**src/rtl/mem_access_stage_if.sv**
```systemverilog
// Data-memory request/acknowledge bus between the MEM stage (master)
// and the data memory (slave).
interface mem_access_stage_if;
    logic        dmem_req;
    logic        dmem_we;
    logic [31:0] dmem_addr;
    logic [31:0] dmem_wdata;
    logic [31:0] dmem_rdata;
    logic        dmem_ack;

    modport master (
        output dmem_req, dmem_we, dmem_addr, dmem_wdata,
        input  dmem_rdata, dmem_ack
    );

    modport slave (
        input  dmem_req, dmem_we, dmem_addr, dmem_wdata,
        output dmem_rdata, dmem_ack
    );
endinterface

```
**src/rtl/mem_access_stage.sv**
```systemverilog
// MIPS MEM stage: runs req/ack data-memory transactions for loads/stores,
// stalls the front of the pipe while a transaction is outstanding, fills
// MEM/WB (with bubbles while waiting) and flags misaligned/timed-out accesses.
module mem_access_stage #(
    parameter int TIMEOUT = 16          // legal range 2..255
) (
    input  logic                      clk,
    input  logic                      rst_n,
    input  logic                      wb_en_in,
    input  logic                      mem_r_en_in,
    input  logic                      mem_w_en_in,
    input  logic [31:0]               pc_in,
    input  logic [31:0]               alu_res_in,
    input  logic [31:0]               st_val_in,
    input  logic [4:0]                dest_in,
    mem_access_stage_if.master        dmem,
    output logic                      stall,
    output logic                      wb_en_out,
    output logic                      mem_r_en_out,
    output logic [31:0]               pc_out,
    output logic [31:0]               alu_res_out,
    output logic [31:0]               mem_data_out,
    output logic [4:0]                dest_out,
    output logic                      misalign_err,
    output logic                      bus_err
);

    typedef enum logic [0:0] {
        S_IDLE   = 1'b0,
        S_ACCESS = 1'b1
    } state_t;

    localparam logic [7:0] CNT_LAST = 8'(TIMEOUT - 1);

    state_t      state_q;
    logic [7:0]  cnt_q;
    logic        req_q;
    logic        we_q;
    logic [31:0] addr_q;
    logic [31:0] wdata_q;
    logic        wb_q;
    logic        mr_q;
    logic [31:0] pc_q;
    logic [31:0] alu_q;
    logic [31:0] data_q;
    logic [4:0]  dest_q;
    logic        misalign_q;
    logic        buserr_q;

    logic mem_op;
    logic mis;
    logic go_access;
    logic last_wait;

    assign mem_op    = mem_r_en_in | mem_w_en_in;
    assign mis       = mem_op & (alu_res_in[1:0] != 2'b00);
    assign go_access = mem_op & ~mis;
    assign last_wait = (cnt_q == CNT_LAST);

    // Stall is purely a function of state, EX/MEM inputs and ack; it is
    // held low while reset is asserted so the front end never freezes then.
    assign stall = rst_n & ((state_q == S_IDLE) ? go_access
                                                : (~dmem.dmem_ack & ~last_wait));

    // Single FSM: bus request/address/data registers, wait counter, MEM/WB
    // payload and error pulses all update together on each edge.
    always_ff @(posedge clk or negedge rst_n) begin
        if (!rst_n) begin
            state_q    <= S_IDLE;
            cnt_q      <= 8'd0;
            req_q      <= 1'b0;
            we_q       <= 1'b0;
            addr_q     <= 32'd0;
            wdata_q    <= 32'd0;
            wb_q       <= 1'b0;
            mr_q       <= 1'b0;
            pc_q       <= 32'd0;
            alu_q      <= 32'd0;
            data_q     <= 32'd0;
            dest_q     <= 5'd0;
            misalign_q <= 1'b0;
            buserr_q   <= 1'b0;
        end else begin
            // Default MEM/WB load: payload passes, control cleared, no pulses.
            misalign_q <= 1'b0;
            buserr_q   <= 1'b0;
            pc_q       <= pc_in;
            alu_q      <= alu_res_in;
            dest_q     <= dest_in;
            wb_q       <= 1'b0;
            mr_q       <= 1'b0;
            data_q     <= 32'd0;
            case (state_q)
                S_IDLE: begin
                    if (!mem_op) begin
                        wb_q <= wb_en_in;
                    end else if (mis) begin
                        misalign_q <= 1'b1;
                    end else begin
                        pc_q    <= 32'd0;
                        alu_q   <= 32'd0;
                        dest_q  <= 5'd0;
                        req_q   <= 1'b1;
                        we_q    <= mem_w_en_in & ~mem_r_en_in;
                        addr_q  <= {alu_res_in[31:2], 2'b00};
                        wdata_q <= st_val_in;
                        cnt_q   <= 8'd0;
                        state_q <= S_ACCESS;
                    end
                end
                S_ACCESS: begin
                    // Ack takes precedence over an expiring timeout.
                    if (dmem.dmem_ack) begin
                        wb_q    <= wb_en_in;
                        mr_q    <= mem_r_en_in;
                        data_q  <= mem_r_en_in ? dmem.dmem_rdata : 32'd0;
                        req_q   <= 1'b0;
                        state_q <= S_IDLE;
                    end else if (last_wait) begin
                        buserr_q <= 1'b1;
                        req_q    <= 1'b0;
                        state_q  <= S_IDLE;
                    end else begin
                        pc_q   <= 32'd0;
                        alu_q  <= 32'd0;
                        dest_q <= 5'd0;
                        cnt_q  <= (cnt_q != 8'hFF) ? cnt_q + 8'd1 : cnt_q;
                    end
                end
                default: state_q <= S_IDLE;
            endcase
        end
    end

    assign dmem.dmem_req   = req_q;
    assign dmem.dmem_we    = we_q;
    assign dmem.dmem_addr  = addr_q;
    assign dmem.dmem_wdata = wdata_q;

    assign wb_en_out    = wb_q;
    assign mem_r_en_out = mr_q;
    assign pc_out       = pc_q;
    assign alu_res_out  = alu_q;
    assign mem_data_out = data_q;
    assign dest_out     = dest_q;
    assign misalign_err = misalign_q;
    assign bus_err      = buserr_q;

endmodule
```
**src/flat_wrapper.sv**
```systemverilog
// flat-port wrapper written by rule: the top's interface ports become plain ports
module mem_access_stage_flat 
#(
    parameter int TIMEOUT = 16                               
)
  (clk, rst_n, wb_en_in, mem_r_en_in, mem_w_en_in, pc_in, alu_res_in, st_val_in, dest_in, stall, wb_en_out, mem_r_en_out, pc_out, alu_res_out, mem_data_out, dest_out, misalign_err, bus_err, dmem_dmem_req, dmem_dmem_we, dmem_dmem_addr, dmem_dmem_wdata, dmem_dmem_rdata, dmem_dmem_ack);
  mem_access_stage_if dmem_i ();
  input  logic clk;
  input  logic rst_n;
  input  logic wb_en_in;
  input  logic mem_r_en_in;
  input  logic mem_w_en_in;
  input  logic [31:0] pc_in;
  input  logic [31:0] alu_res_in;
  input  logic [31:0] st_val_in;
  input  logic [4:0] dest_in;
  output logic stall;
  output logic wb_en_out;
  output logic mem_r_en_out;
  output logic [31:0] pc_out;
  output logic [31:0] alu_res_out;
  output logic [31:0] mem_data_out;
  output logic [4:0] dest_out;
  output logic misalign_err;
  output logic bus_err;
  output wire logic [$bits(dmem_i.dmem_req)-1:0] dmem_dmem_req;
  output wire logic [$bits(dmem_i.dmem_we)-1:0] dmem_dmem_we;
  output wire logic [$bits(dmem_i.dmem_addr)-1:0] dmem_dmem_addr;
  output wire logic [$bits(dmem_i.dmem_wdata)-1:0] dmem_dmem_wdata;
  input wire logic [$bits(dmem_i.dmem_rdata)-1:0] dmem_dmem_rdata;
  input wire logic [$bits(dmem_i.dmem_ack)-1:0] dmem_dmem_ack;
  assign dmem_dmem_req = dmem_i.dmem_req;
  assign dmem_dmem_we = dmem_i.dmem_we;
  assign dmem_dmem_addr = dmem_i.dmem_addr;
  assign dmem_dmem_wdata = dmem_i.dmem_wdata;
  assign dmem_i.dmem_rdata = dmem_dmem_rdata;
  assign dmem_i.dmem_ack = dmem_dmem_ack;
  mem_access_stage #(.TIMEOUT(TIMEOUT)) u_core (.clk(clk), .rst_n(rst_n), .wb_en_in(wb_en_in), .mem_r_en_in(mem_r_en_in), .mem_w_en_in(mem_w_en_in), .pc_in(pc_in), .alu_res_in(alu_res_in), .st_val_in(st_val_in), .dest_in(dest_in), .dmem(dmem_i), .stall(stall), .wb_en_out(wb_en_out), .mem_r_en_out(mem_r_en_out), .pc_out(pc_out), .alu_res_out(alu_res_out), .mem_data_out(mem_data_out), .dest_out(dest_out), .misalign_err(misalign_err), .bus_err(bus_err));
endmodule
```
**config.mk**
```make
export PLATFORM = sky130hd
export DESIGN_NAME = mem_access_stage_flat
export DESIGN_NICKNAME = d
export VERILOG_FILES = /design/src/rtl/mem_access_stage_if.sv /design/src/rtl/mem_access_stage.sv /design/src/flat_wrapper.sv
export SDC_FILE = /design/constraint.sdc
export NUM_CORES = 1
export LEC_CHECK = 0
export ABC_AREA = 1
export BUFFER_PORTS_ARGS = -buffer_cell sky130_fd_sc_hd__buf_2
export CORE_MARGIN = 5
export CORE_UTILIZATION = 43
export DETAILED_ROUTE_END_ITERATION = 8
export GPL_TIMING_DRIVEN = 0
export PLACE_DENSITY = 0.77
export SYNTH_ARGS = -nofsm -noshare
export SYNTH_HDL_FRONTEND = slang
export SYNTH_SLANG_ARGS = --single-unit
```
**constraint.sdc**
```tcl
create_clock -name clk -period 1.3 [get_ports clk]
set_input_delay 0.13 -clock clk [delete_from_list [all_inputs] [get_ports clk]]
set_output_delay 0.13 -clock clk [all_outputs]
set_load 0.05 [all_outputs]
```
==> results_dict.tcl, run 1 <==
set metrics [dict create \
    clock_sinks 178 \
    fin_area_mm2 0.0118 \
    cellPowerDensity_mw_per_mm2 1540 \
    ys.flop_type "dfrtp_1" \
    startpoint_type "flop" \
    fin_crit_ns 1.66 \
    synth_top_cell_area_share_pct 63.9 \
    finalNetCount 1233 \
    cts_tree "built" \
    dp.cells 1124 \
    avgSynthCellArea_um2 11.7 \
    synth_async_sr_flop_share_pct 100 \
    p_leak_nw 6.32 \
    final_antenna_net_count 0 \
    drc 0 \
    htreeDepth 4 \
    critPathMaxFanout 3 \
    critPathKind "reg2out" \
    wirelength_um 25400 \
    areaGrowthSynthToFinish_pct 69.8 \
    skew_ns 0.0181 \
    clockBufferDepth 2 \
    rsz0062_at_grt "yes" \
    antenna_found_initial 1 \
    drv_cap 0 \
    start_util_pct 43.9 \
    critPathArrivalTime_ns 1.53 \
    vias 6231 \
    cts_made_buffers 17 \
    synth-seq-cells 178 \
    cts-root-buf "clkbuf_16" \
    yosysWarnings 0 \
    synth.distinct_cells 29 \
    peakVddDrop_mv 0.874 \
    worstPathRequired_ns 1.17 \
    drive_gt1_share_pct 51.4 \
    status "finished with violations" \
    clock_latency_ns 0.43 \
    io_pins 311 \
    fmaxAchievable_ghz 0.603 \
    fin_tns_setup_ns -29.54 \
    synth_edf_count 0 \
    gr-total-overflow 0 \
    grt_max_degree 98 \
    fin_cells 1323 \
    period_share_pct 128 \
    grt_pass1_wl_um 35200 \
    die_y_um 137 \
    hold_class "in2async" \
    violations "negative hold slack, negative setup slack" \
    hold_slack_ns -0.383 \
    cts_hold_buf 135 \
    via_per_inst 4.71 \
    clk_pin_slew_ns 0.07 \
    syn_area_mm2 0.00697 \
    grt_use_total_pct 24.6 \
    finalHoldViolations 86 \
    io_buffers 308 \
    synth_top_cell_by_area "dfrtp_1" \
    finalWeightedCongestion 0.766 \
    setup_ws_ns -0.360 \
    syn_inst 598 \
    grt_pass1_vias 6705 \
    end_kind "output pin" \
    synth-seq-area-share_pct 63.9 \
    wire_per_inst_um 19.2 \
    total_power_mw 18.2 \
    dieArea_mm2 0.0189 \
    die_w_um 137 \
    drt-initial-drc-count 292 \
    final_cell_mix "buf_2, dfrtp_1, dlygate4sd3_1" \
    slew_violations 0 \
    synth.area.top_cells "dfrtp_1, nor2_4, inv_1" \
    fillers 946 \
    core-area_mm2 0.0159 \
    final_common_cell "buf_2" \
    setup_violations 140 \
    num_rows 46 \
    first_pass_iters 4 \
    placed_cell_area_mm2 0.00884 \
    place_hpwl_um 13100 \
]
[worst max-delay path: stages (launching register included)]
cell and delay, ns:
dfrtp_1 0.42, ha_4 0.18, nand3_4 0.10, o21ai_4 0.18, a21boi_4 0.07, buf_6 0.15
[cell type report]
cell class / instances / area (um2) / share of cell area, %
Clock inverter: 13 / 196 / 1.66
Inverter: 115 / 439 / 3.71
Buffer: 21 / 358 / 3.02
Antenna cell: 1 / 2.50 / 0.0211
Multi-Input combinational cell: 282 / 2260 / 19.1
Clock buffer: 19 / 443 / 3.74
Sequential cell: 178 / 4460 / 37.7
Tap cell: 216 / 270 / 2.28
Timing Repair Buffer: 478 / 3410 / 28.8
[worst paths after layout]
check,end,from,cells after the start,slack (ns)
min,u_core.alu_res_out[8]$_DFF_PN0_,rst_n,1,-0.38
max in group asynchronous,u_core.pc_out[25]$_DFF_PN0_,rst_n,2,1.00
max,stall,u_core.cnt_q[0]$_DFFE_PN0P_,5,-0.36
min in group clk,u_core.bus_err$_DFF_PN0_,dmem_dmem_ack,4,0
min reg2reg,u_core.dmem.dmem_addr[28]$_DFFE_PN0P_,u_core.dmem.dmem_addr[28]$_DFFE_PN0P_,2,0.49
max reg2reg,u_core.alu_res_out[17]$_DFF_PN0_,u_core.cnt_q[0]$_DFFE_PN0P_,8,-0.31
[through the flow]
| stage | setup slack [ns] | util, % |
|---|---|---|
| 6_report | -0.360 | 74.5 |
| 5_1_grt | -0.413 | 74.5 |
| 2_1_floorplan | -0.0848 | - |
| 4_1_cts | -0.385 | 72.2 |
| 3_3_place_gp | -2.69 | 55.4 |
| 3_5_place_dp | -0.498 | 55.7 |
[per-layer routing]
metal  routed length (um)  share of wire (%)  up-vias  GRT usage [%]
met1                 8650                 34     3033           26.8
met2                13700                 54      329           44.7
li1                     -                  -     2783              -
met5                    0                  0        -              0
met3                 2050                8.1       86           7.49
met4                 1040                4.1        0           9.53
[sequential cells by signal, summed over array words and instances, names as in the netlist]
register and count:
u_core.state_q 1, u_core.dest_out 5, u_core.bus_err 1, u_core.dmem.dmem_addr 30, u_core.pc_out 32, u_core.mem_data_out 32
u_core.wb_en_out 1, u_core.mem_r_en_out 1, u_core.alu_res_out 32, u_core.cnt_q 8, u_core.dmem.dmem_we 1, u_core.dmem.dmem_req 1
u_core.misalign_err 1, u_core.dmem.dmem_wdata 32
[power by group]
group / switching (mW) / leakage [nW] / internal [mW]
logic: 4.06 / 3.77 / 1.83
clock network: 2.31 / 0.312 / 3.32
registers: 0.439 / 2.24 / 6.22
[kinds of logic after synthesis]
group                      count (synthesis)  share of synthesized area (%)
muxes                                     32                           5.17
AOI/OAI and AO/OA                         37                           2.78
adders and majority gates                  1                          0.179
and+or+nand+nor                          210                           18.5
other                                      1                         0.0538
buffers and inverters                    139                           9.39
DFF                                      178                           63.9
[cell usage after synthesis (3+ instances only)]
master	count
dfrtp_1	178
inv_1	114
nand2_1	73
nor2_1	60
nor2_4	59
mux2_2	32
o21ai_0	29
buf_2	7
buf_12	6
clkbuf_1	6
nand3_1	6
a21oi_1	3
buf_4	3
[what timing repair did]
action	in CTS	in global routing
pin swaps	4	5
setup buffers	10	17
endpoints found under the hold margin	224	82
endpoints found under the setup margin	171	165
gates resized for setup	130	75
cloned	10	2
Note: power is estimated with default switching activity, not from simulation.
==> inputs of run 2 (changes only) <==
--- a/config.mk
+++ b/config.mk
@@ -11,6 +11,7 @@
 export CORE_UTILIZATION = 43
 export DETAILED_ROUTE_END_ITERATION = 8
 export GPL_TIMING_DRIVEN = 0
+export MAX_ROUTING_LAYER = met4
 export PLACE_DENSITY = 0.77
 export SYNTH_ARGS = -nofsm -noshare
 export SYNTH_HDL_FRONTEND = slang
==> results_dict.tcl, run 2 (synthesized netlist as in run 1, its figures left out) <==
set metrics [dict create \
    status "finished with violations" \
    violations "negative hold slack, negative setup slack" \
    worstPathRequired_ns 1.17 \
    p_sw_mw 6.83 \
    clk_pin_slew_ns 0.07 \
    core-area_mm2 0.0159 \
    cts_tree "built" \
    fin_cells 1323 \
    place_hpwl_um 13100 \
    startpoint_type "flop" \
    p_leak_nw 6.32 \
    hold_slack_ns -0.392 \
    p_int_mw 11.4 \
    wire_per_inst_um 19.2 \
    cts-root-buf "clkbuf_16" \
    final_antenna_net_count 0 \
    die_w_um 137 \
    end_kind "output pin" \
    cellPowerDensity_mw_per_mm2 1540 \
    htreeDepth 4 \
    final_core_util_pct 74.5 \
    grt_pass1_vias 6707 \
    pwr-share-clk_pct 31.0 \
    wirelength_um 25500 \
    reg2reg_slack_ns -0.33 \
    cts_hold_buf 135 \
    finalNetCount 1233 \
    critPathArrivalTime_ns 1.55 \
    clock_sinks 178 \
    final_cell_mix "buf_2, dfrtp_1, dlygate4sd3_1" \
    period_share_pct 129 \
    clockBufferDepth 2 \
    setup_violations 145 \
    drt-initial-drc-count 283 \
    finalWeightedCongestion 0.776 \
    start_util_pct 43.9 \
    fillers 946 \
    total_power_mw 18.2 \
    critPathMaxFanout 3 \
    rsz0062_at_grt "yes" \
    skew_ns 0.0116 \
    antenna_found_initial 1 \
    grt_pass1_wl_um 35200 \
    areaGrowthSynthToFinish_pct 69.8 \
    critPathKind "reg2out" \
    vias 6213 \
    setup_ws_ns -0.379 \
    cts_made_buffers 17 \
    drive_gt1_share_pct 51.4 \
    via_per_inst 4.70 \
    grt_use_total_pct 25.4 \
    num_rows 46 \
    clock_latency_ns 0.43 \
    pwr-share-seq_pct 36.6 \
    dieArea_mm2 0.0189 \
    peakVddDrop_mv 0.879 \
    comb_power_share_pct 32.4 \
    grt_max_degree 98 \
    switching_share_pct 37.5 \
    io_pins 311 \
    slew_violations 0 \
    dp.cells 1124 \
    fin_crit_ns 1.68 \
    die_y_um 137 \
    finalHoldViolations 105 \
    final_common_cell "buf_2" \
    drc 0 \
    drv_cap 0 \
    fmaxAchievable_ghz 0.595 \
    gr-total-overflow 0 \
    first_pass_iters 4 \
    io_buffers 308 \
    hold_class "in2async" \
]
-- run 2: power groups by stage --
stage / Clock [mW] / Combinational (mW) / Sequential [mW]
floorplan: 0 / 1.07 / 9.02
global placement: 0 / 4.77 / 6.57
detailed placement: 0 / 4.85 / 6.60
CTS: 5.64 / 5.52 / 6.52
global route: 5.97 / 6.14 / 6.71
finish: 5.65 / 5.89 / 6.66
-- run 2: layer usage --
metal	routed length, um	track usage (%)	vias up	share of wire (%)
met1	9030	28.1	3023	35
met2	13600	44.6	324	54
met5	0	-	-	0
met3	1770	6.21	87	7.0
li1	-	-	2779	-
met4	1030	9.20	0	4.0
-- run 2: final cells by class --
type / count / area, um2 / share of cell area [%]
Sequential cell: 178 / 4460 / 37.7
Timing Repair Buffer: 478 / 3410 / 28.8
Multi-Input combinational cell: 282 / 2260 / 19.1
Clock buffer: 19 / 443 / 3.74
Inverter: 115 / 439 / 3.71
Buffer: 21 / 358 / 3.02
Tap cell: 216 / 270 / 2.28
Clock inverter: 13 / 196 / 1.66
Antenna cell: 1 / 2.50 / 0.0211
-- run 2: stage by stage --
| stage | hold slack (ns) | setup WS, ns | TNS [ns] | cell area, um2 |
|---|---|---|---|---|
| 4_1_cts | -0.381 | -0.385 | -31.37 | 11500 |
| 6_report | -0.392 | -0.379 | -31.37 | 11800 |
| 2_1_floorplan | -0.166 | -0.0848 | -5.45 | 7000 |
| 3_5_place_dp | 0.152 | -0.498 | -34.59 | 8840 |
| 5_1_grt | -0.363 | -0.433 | -37.72 | 11800 |
| 3_3_place_gp | 0.333 | -2.69 | -508.64 | 8810 |
-- run 2: worst paths after layout --
| kind | cells past startpoint | end | start |
|---|---|---|---|
| setup / recovery | 5 | stall | u_core.cnt_q[0]$_DFFE_PN0P_ |
| hold / removal | 1 | u_core.alu_res_out[8]$_DFF_PN0_ | rst_n |
| setup reg to reg | 8 | u_core.alu_res_out[17]$_DFF_PN0_ | u_core.cnt_q[0]$_DFFE_PN0P_ |
| hold reg to reg | 2 | u_core.dmem.dmem_addr[28]$_DFFE_PN0P_ | u_core.dmem.dmem_addr[28]$_DFFE_PN0P_ |
| max in group asynchronous | 2 | u_core.dmem.dmem_addr[24]$_DFFE_PN0P_ | rst_n |
| min in group clk | 4 | u_core.bus_err$_DFF_PN0_ | dmem_dmem_ack |
-- run 2: critical path: stages, from the launching register on --
cell      delay, ns
dfrtp_1        0.43
ha_4           0.18
nand3_4        0.10
o21ai_4        0.18
a21boi_4       0.07
buf_6          0.15
-- run 2: repair_timing --
item	CTS	global route
gates resized for setup	130	75
buffers inserted	10	17
gates cloned	10	2
endpoints found under the setup margin	171	165
pin swaps	4	5
endpoints found under the hold margin	224	82
==> inputs of run 3 (changes only) <==
--- a/config.mk
+++ b/config.mk
@@ -8,11 +8,12 @@
 export ABC_AREA = 1
 export BUFFER_PORTS_ARGS = -buffer_cell sky130_fd_sc_hd__buf_2
 export CORE_MARGIN = 5
-export CORE_UTILIZATION = 43
+export CORE_UTILIZATION = 44
+export CTS_BUF_LIST = sky130_fd_sc_hd__clkbuf_8
 export DETAILED_ROUTE_END_ITERATION = 8
 export GPL_TIMING_DRIVEN = 0
 export MAX_ROUTING_LAYER = met4
-export PLACE_DENSITY = 0.77
+export PLACE_DENSITY = 0.78
 export SYNTH_ARGS = -nofsm -noshare
 export SYNTH_HDL_FRONTEND = slang
 export SYNTH_SLANG_ARGS = --single-unit
==> results_dict.tcl, run 3 (synthesized netlist as in run 1, its figures left out) <==
set metrics [dict create \
    p_leak_nw 6.37 \
    cts_tree "built" \
    io_buffers 308 \
    critPathKind "reg2reg" \
    areaGrowthSynthToFinish_pct 73.4 \
    placed_cell_area_mm2 0.00884 \
    max_stage_delay_ns 0.48 \
    violations "negative hold slack, negative setup slack" \
    num_rows 46 \
    period_share_pct 133 \
    crit_slowest_cell "dfrtp_2" \
    clockBufferDepth 2 \
    worstPathRequired_ns 1.69 \
    cellPowerDensity_mw_per_mm2 1410 \
    end_kind "flop" \
    finalWeightedCongestion 0.852 \
    rsz0062_at_grt "yes" \
    clock_latency_ns 0.45 \
    path_cells "nor2_4 -> nand2_2 -> o21ai_4 -> buf_6 -> nand2_8 -> buf_12 -> buf_12 -> nand2_8 -> nand2_1 -> nand2_1" \
    drv_cap 0 \
    skew_ns 0.0163 \
    vias 6304 \
    clock_sinks 178 \
    antenna_found_initial 1 \
    first_pass_iters 6 \
    final_common_cell "buf_2" \
    clk_pin_slew_ns 0.10 \
    dieArea_mm2 0.0185 \
    fillers 866 \
    fmaxAchievable_ghz 0.580 \
    cts_made_buffers 17 \
    grt_use_total_pct 25.0 \
    post-place-ws_ns -0.351 \
    drive_gt1_share_pct 53.6 \
    wire_per_inst_um 19.0 \
    drc 0 \
    total_power_mw 17.1 \
    gr-total-overflow 0 \
    finalHoldViolations 72 \
    critPathArrivalTime_ns 2.11 \
    grt_max_degree 107 \
    fin_crit_ns 1.73 \
    reg2reg_slack_ns -0.43 \
    grt_pass1_vias 6619 \
    startpoint_type "flop" \
    wirelength_um 25500 \
    io_pins 311 \
    via_per_inst 4.71 \
    critPathMaxFanout 8 \
    finalNetCount 1249 \
    cts-root-buf "clkbuf_8" \
    final_cell_mix "buf_2, dfrtp_1, dlygate4sd3_1" \
    grt_pass1_wl_um 34300 \
    fin_area_mm2 0.0121 \
    worst_pin_slew_ns 0.583 \
    die_w_um 136 \
    setup_ws_ns -0.425 \
    final_antenna_net_count 0 \
    peakVddDrop_mv 0.816 \
    r2r-end "u_core.cnt_q[7]$_DFFE_PN0P_" \
    die_y_um 136 \
    status "finished with violations" \
    start_util_pct 44.4 \
    hold_slack_ns -0.384 \
    drt-initial-drc-count 289 \
    htreeDepth 4 \
    max_slew_margin_pct 61.1 \
    core-area_mm2 0.0157 \
    rr_worst_depth 10 \
    r2r-start "u_core.cnt_q[4]$_DFFE_PN0P_" \
    setup_violations 170 \
    place_hpwl_um 13200 \
    slew_violations 0 \
    hold_class "in2async" \
]
-- run 3: cell count changes in the layout (fill, tap and decap cells not counted), sizes merged --
cell	change
clkbuf	+17
dlygate4sd3	+3
bufinv	-1
inv	-3
buf	-3
clkinv	+3
-- run 3: timing repair --
| action | in CTS | in global routing |
|---|---|---|
| gates cloned | 6 | 8 |
| resized for setup | 121 | 143 |
| setup buffers | 11 | 24 |
| hold endpoints to repair | 237 | 75 |
| hold buffers | 136 | 3 |
| setup endpoints to repair | 171 | 183 |
| pin swaps | 5 | 11 |
-- run 3: worst max-delay path by stage --
stage,slack (ns),start,to
floorplan,-0.08,u_core.cnt_q[0]$_DFFE_PN0P_,u_core.alu_res_out[2]$_DFF_PN0_
global placement,-2.71,rst_n,u_core.dmem.dmem_wdata[14]$_DFFE_PN0P_
detailed placement,-0.35,u_core.state_q$_DFF_PN0_,stall
CTS,-0.42,u_core.cnt_q[0]$_DFFE_PN0P_,stall
global route,-0.46,u_core.cnt_q[1]$_DFFE_PN0P_,u_core.cnt_q[7]$_DFFE_PN0P_
finish,-0.43,u_core.cnt_q[4]$_DFFE_PN0P_,u_core.cnt_q[7]$_DFFE_PN0P_
-- run 3: layout make-up --
class	instances	area [um2]	share of cell area, %
clock inverters	12	170	1.41
multi-input cells	282	2320	19.2
diodes	1	2.50	0.0207
well taps	216	270	2.24
clock buffers	20	275	2.28
plain buffers	21	395	3.27
inverters	115	444	3.68
repair buffers	494	3750	31.0
flip-flops and latches	178	4460	36.9
-- run 3: per-layer routing --
layer	part of all wire (%)	routed length (um)	global-route usage [%]
met1	36	9200	27.6
met2	53	13500	43.5
met3	6.7	1710	5.74
met4	4.3	1090	10.6
met5	0	0	-
-- run 3: where the power goes --
part	leakage [nW]	switching [mW]	total (mW)	internal, mW
Combinational	3.91	4.09	6.18	2.08
Sequential	2.24	0.427	6.64	6.21
Clock	0.222	2.16	4.26	2.10
Total	6.37	6.68	17.1	10.4
-- run 3: critical path, delay by kind of cell (launching register included) --
family,cells,cell delay [ns]
AO/OA/AOI/OAI,1,0.19
flip-flops,1,0.48
AND/OR/NAND/NOR,6,0.55
buffers and inverters,3,0.44
-- run 3: through the flow --
stage,utilization [%],instances,TNS (ns)
floorplan,-,599,-5.45
global placement,56.1,1123,-515.34
detailed placement,56.3,1124,-36.17
CTS,71.5,1309,-28.89
global route,76.9,1339,-46.70
finish,76.9,1339,-41.01
